==> config.mk <==
export PLATFORM = sky130hd
export DESIGN_NAME = aclk_controller
export DESIGN_NICKNAME = d
export VERILOG_FILES = /design/src/rtl/aclk_controller.sv
export SDC_FILE = /design/constraint.sdc
export NUM_CORES = 1
export LEC_CHECK = 0
export BUFFER_PORTS_ARGS = -buffer_cell sky130_fd_sc_hd__buf_2
export CAP_MARGIN = 10
export CORE_MARGIN = 2
export CORE_UTILIZATION = 55
export DETAILED_ROUTE_END_ITERATION = 10
export PLACE_DENSITY = 0.8
export REMOVE_ABC_BUFFERS = 1
export SETUP_SLACK_MARGIN = 0.4
export SYNTH_ARGS = -nofsm -noshare
export SYNTH_HDL_FRONTEND = slang
export SYNTH_SLANG_ARGS = --single-unit
==> constraint.sdc <==
create_clock -name clock -period 6.3 [get_ports clock]
set_clock_uncertainty 0.15 [all_clocks]
set_input_delay 0.63 -clock clock [delete_from_list [all_inputs] [get_ports clock]]
set_output_delay 0.63 -clock clock [all_outputs]
set_load 0.05 [all_outputs]
==> src/rtl/aclk_controller.sv <==
// rtl/aclk_controller.sv - alarm clock keypad entry sequencer
// Moore FSM with registered selects, one-cycle load strobes and idle timeout.
module aclk_controller #(
  parameter int TIMEOUT = 10
) (
  input  logic        clock,
  input  logic        reset_n,
  input  logic        one_second,
  input  logic [3:0]  key,
  output logic [15:0] key_buffer,
  output logic        show_new_time,
  output logic        show_alarm,
  output logic        load_new_alarm,
  output logic        load_new_time
);

  typedef enum logic [2:0] {
    S_SHOW_TIME  = 3'd0,
    S_KEY_STORED = 3'd1,
    S_KEY_WAITED = 3'd2,
    S_KEY_ENTRY  = 3'd3,
    S_SHOW_ALARM = 3'd4
  } state_t;

  localparam logic [3:0] KEY_ALARM = 4'd10;
  localparam logic [3:0] KEY_TIME  = 4'd11;
  localparam logic [3:0] CNT_LAST  = 4'(TIMEOUT - 1);

  state_t      state_q, state_d;
  logic [15:0] buf_q, buf_d;
  logic [3:0]  cnt_q, cnt_d;
  logic        show_new_time_q, show_new_time_d;
  logic        show_alarm_q, show_alarm_d;
  logic        ld_alarm_q, ld_alarm_d;
  logic        ld_time_q, ld_time_d;

  logic is_digit, is_none, timeout_hit;

  assign is_digit    = (key <= 4'd9);
  assign is_none     = (key >= 4'd12);
  assign timeout_hit = one_second && (cnt_q == CNT_LAST);

  always_comb begin
    state_d    = state_q;
    buf_d      = buf_q;
    cnt_d      = 4'd0;
    ld_alarm_d = 1'b0;
    ld_time_d  = 1'b0;
    case (state_q)
      S_SHOW_TIME: begin
        if (is_digit) begin
          state_d = S_KEY_STORED;
          buf_d   = {12'h000, key};
        end else if (key == KEY_ALARM) begin
          state_d = S_SHOW_ALARM;
        end
      end
      S_KEY_STORED: state_d = S_KEY_WAITED;
      // Release beats a coincident timeout; a held key can only time out.
      S_KEY_WAITED: begin
        if (is_none) begin
          state_d = S_KEY_ENTRY;
        end else if (timeout_hit) begin
          state_d = S_SHOW_TIME;
          buf_d   = 16'h0000;
        end else begin
          cnt_d = cnt_q + {3'b000, one_second};
        end
      end
      S_KEY_ENTRY: begin
        if (is_digit) begin
          state_d = S_KEY_STORED;
          buf_d   = {buf_q[11:0], key};
        end else if (key == KEY_ALARM) begin
          state_d    = S_SHOW_TIME;
          ld_alarm_d = 1'b1;
        end else if (key == KEY_TIME) begin
          state_d   = S_SHOW_TIME;
          ld_time_d = 1'b1;
        end else if (timeout_hit) begin
          state_d = S_SHOW_TIME;
          buf_d   = 16'h0000;
        end else begin
          cnt_d = cnt_q + {3'b000, one_second};
        end
      end
      S_SHOW_ALARM: begin
        if (key != KEY_ALARM) state_d = S_SHOW_TIME;
      end
      default: state_d = S_SHOW_TIME;
    endcase
    show_new_time_d = (state_d == S_KEY_STORED) || (state_d == S_KEY_WAITED) ||
                      (state_d == S_KEY_ENTRY);
    show_alarm_d    = (state_d == S_SHOW_ALARM);
  end

  always_ff @(posedge clock or negedge reset_n) begin
    if (!reset_n) begin
      state_q         <= S_SHOW_TIME;
      buf_q           <= 16'h0000;
      cnt_q           <= 4'd0;
      show_new_time_q <= 1'b0;
      show_alarm_q    <= 1'b0;
      ld_alarm_q      <= 1'b0;
      ld_time_q       <= 1'b0;
    end else begin
      state_q         <= state_d;
      buf_q           <= buf_d;
      cnt_q           <= cnt_d;
      show_new_time_q <= show_new_time_d;
      show_alarm_q    <= show_alarm_d;
      ld_alarm_q      <= ld_alarm_d;
      ld_time_q       <= ld_time_d;
    end
  end

  assign key_buffer     = buf_q;
  assign show_new_time  = show_new_time_q;
  assign show_alarm     = show_alarm_q;
  assign load_new_alarm = ld_alarm_q;
  assign load_new_time  = ld_time_q;

endmodule

==> tab_implementation.tex <==
\begin{tabular}{lr}
\hline
Metric & Value \\
\hline
\multicolumn{2}{l}{\textbf{Detailed routing}} \\
Drt first-iter violations & 25 \\
Antenna-violating nets left & 0 \\
Number of remaining DRC errors & 0 \\
Mean number of vias per cell & between 5 and 6 \\
Via count & 910 \\
First drt pass iteration count & 4 \\
Final wirelength & approximately 2100 um \\
Average wire per standard cell & 13.77 um \\
\multicolumn{2}{l}{\textbf{Synth}} \\
Cells after Synth & approximately 100 \\
Number of enable flip-flop cells after synthesis & 0 \\
Commonest cells in the netlist & dfrtp\_1, a32o\_1, nor2\_1 \\
Largest cells by area after synthesis & dfrtp\_1, a32o\_1, nand4b\_1, nor2\_1, a31o\_1 \\
Post-synth ARST share & 1.000 \\
Most numerous cell in the Yosys netlist & dfrtp\_1 \\
Sequential share of the synthesized area & 0.5561 \\
Commonest register cell after synthesis & dfrtp\_1 \\
Area fraction of the dominant cell type after synthesis & 0.5561 \\
Largest area contributor in the synthesized netlist & dfrtp\_1 \\
Flop and latch count out of synthesis & 27 \\
Unique cell type count in the Yosys netlist & 32 \\
Cell area after technology mapping & 1215 sq um \\
Mean post-synth cell area & between 10 and 15 sq um \\
Yosys warnings & 0 \\
\multicolumn{2}{l}{\textbf{Clocking}} \\
Setup repair bufs after CTS & 0 \\
Hold\_buf cts & 0 \\
Clock insertion delay at the later pin of the skew report & roughly 320 ps \\
Worst-path clk slew & 130 ps \\
Root buf cell & clkbuf\_4 \\
CTS tree & built \\
CTS H-tree lvls & 1 \\
Clock buffers created by TritonCTS & 3 \\
Number of clock sinks & 27 \\
Post-cts gate resize count & 0 \\
Maximum clock insertion buffer count & 2 \\
\multicolumn{2}{l}{\textbf{Timing}} \\
Transition time at the pin with the least slew margin & about 740 ps \\
Relative slew slack & 0.5039 \\
Final hold violations & 0 \\
Max-slew violation count & 0 \\
Ratio of final minimum period to clock period & 0.3627 \\
Final setup violation count & 0 \\
Summed negative setup slack over all endpoints & 0 ps \\
Final worst path period need & around 2300 ps \\
Max frequency & 437.6 MHz \\
Hold Slack & 134.6 ps \\
Setup repair after global routing missed its margin & no \\
\multicolumn{2}{l}{\textbf{Critical path}} \\
Slowest CP cell & or3\_1 \\
Cell-by-cell listing of the critical path & or3b\_4 > or2\_1 > or3\_1 > a32o\_1 \\
CP endpoint kind & register \\
Data arrival time of the worst path & between 2000 and 2500 ps \\
Top fanout value on the critical path & 15 \\
Critical path startpoint category & register \\
Buffers plus inverters on the worst setup path & 0 \\
Peak per-stage delay on the critical path & around 600 ps \\
Timing startpoint of the critical path & cnt\_q[1] \\
Category of the critical setup timing path & reg -> reg \\
Startpoint of the most critical register-to-register path & cnt\_q[1] \\
Data required time of the critical path & between 6000 and 7000 ps \\
Crit path max-delay family & simple AND/OR/NAND/NOR gates \\
\multicolumn{2}{l}{\textbf{Die}} \\
Boundary pin count & 27 \\
Area of the die & $\sim$2600 sq um \\
Floorplan Core Area & $\sim$2100 sq um \\
Std cell rows & 17 \\
Chip Width & roughly 51 um \\
Starting density of the core & 0.5655 \\
Die height & a little over 50 um \\
\multicolumn{2}{l}{\textbf{Global route}} \\
Vias in the first global route & roughly 850 \\
Global route total overflow & 0 \\
Maximum number of pins on one net before global-route repair & 28 \\
Wire length of the first global-routing pass & approximately 3800 um \\
Initial antenna violation count & 0 \\
Total GRT Usage & 0.1920 \\
\multicolumn{2}{l}{\textbf{Finish}} \\
Number of filler cells placed in the layout & roughly 190 \\
Antenna diode instance count & 0 \\
Final Net Count & $\sim$140 \\
Final instance area & 1365 sq um \\
Growth of design area from synthesis to finish & 12.36\% \\
Fraction of final layout cells with drive strength greater than 1 & 0.2381 \\
\multicolumn{2}{l}{\textbf{Placed design}} \\
Routability congestion estimate & $\sim$0.77 \\
Estimated wirelength of the detail-placed design & between 1500 and 2000 um \\
Buffers added on ports & 26 \\
Area after detailed placement & 1339 sq um \\
\multicolumn{2}{l}{\textbf{Power}} \\
Worst vdd rail ir drop & roughly 0.30 mV \\
Power Dens Cells & about 530 nW/um\^{}2 \\
Leakage power of the design & 0.6440 nW \\
\multicolumn{2}{l}{\textbf{Run status}} \\
Result of the run & finished clean \\
\multicolumn{2}{l}{\textbf{Hold path}} \\
Class of the most critical hold timing path & in -> async \\
\multicolumn{2}{l}{\textbf{Run}} \\
Max-cap viol count & 0 \\
\hline
\end{tabular}
==> logic make-up (layout without fill, tap and decap cells) <==
family / Yosys count / count (layout) / share of synthesized area
buf+inv: 9 / 33 / 0.04325
flops: 27 / 27 / 0.5561
xor+xnor: 4 / 4 / 0.02884
fa+ha+maj: 2 / 2 / 0.02059
compound gates: 25 / 25 / 0.1802
simple gates: 35 / 35 / 0.1710
==> area by class of cell <==
type | instances | area (sq um) | share of cell area
repair buffers | 26 | 130.1 | 0.09533
clock buffers | 4 | 26.28 | 0.01925
multi-input cells | 66 | 486.7 | 0.3566
inverters | 3 | 11.26 | 0.008249
flip-flops and latches | 27 | 675.6 | 0.4950
well taps | 28 | 35.03 | 0.02566
==> path summary, 6_finish.rpt <==
| path | slack, ps | to | cells past startpoint |
|---|---|---|---|
| max | 4010 | key_buffer[9] | 4 |
| min | 130 | cnt_q[0] | 1 |
| max reg2reg | 4010 | key_buffer[9] | 4 |
| min reg2reg | 380 | key_buffer[12] | 1 |
| max in group asynchronous | 5490 | key_buffer[9] | 1 |
| min in group clock | 350 | show_alarm | 2 |
==> through the flow <==
stage                 util  total power [mW]  setup slack (ps)  std cells
finish              0.6354            0.7244              4015        154
global route        0.6354            0.7698              3928        154
CTS                 0.6354            0.7331              4007        154
detailed placement  0.6232            0.6602              3987        150
global placement    0.6232            0.6488              4037        150
floorplan                -            0.5714              4190         96
==> per-layer routing <==
metal | vias to the layer above | share of wire | wire length [um] | track usage
met2 | 25 | 0.51 | 1078 | 0.3095
met5 | - | 0 | 0 | 0
met3 | 2 | 0.042 | 89 | 0.02632
met4 | 0 | 0.014 | 29 | 0.06757
li1 | 440 | - | - | -
met1 | 443 | 0.44 | 923 | 0.2673
==> flip-flops by register name, summed over array words and instances, names as in the netlist <==
| signal | flops |
|---|---|
| state_q | 3 |
| cnt_q | 4 |
| load_new_time | 1 |
| key_buffer | 16 |
| load_new_alarm | 1 |
| show_alarm | 1 |
| show_new_time | 1 |
==> where the power goes <==
group / internal (mW) / switching (mW) / total, mW / leakage [nW]
registers: 0.228 / 0.0563 / 0.284 / 0.352
logic: 0.115 / 0.253 / 0.369 / 0.277
clock network: 0.0248 / 0.0468 / 0.0716 / 0.0150
==> layout by cell type, fill, tap and decap left out, drive strengths merged <==
master   netlist  final
a211oi         1      1
a221o          1      1
a31o           3      3
a31oi          1      1
a32o          12     12
and2           2      2
and4b          1      1
buf            2     26
clkbuf         4      4
dfrtp         27     27
ha             2      2
inv            3      3
nand2          4      4
nand2b         1      1
nand3          2      2
nand3b         3      3
nand4b         4      4
nor2           8      8
nor3           3      3
nor4           2      2
nor4b          1      1
o2111ai        1      1
o21a           2      2
o21ai          2      2
o22ai          1      1
o2bb2ai        1      1
or2            2      2
or3            1      1
or3b           1      1
xnor2          2      2
xor2           2      2
Note: power is estimated with default switching activity, not from simulation.
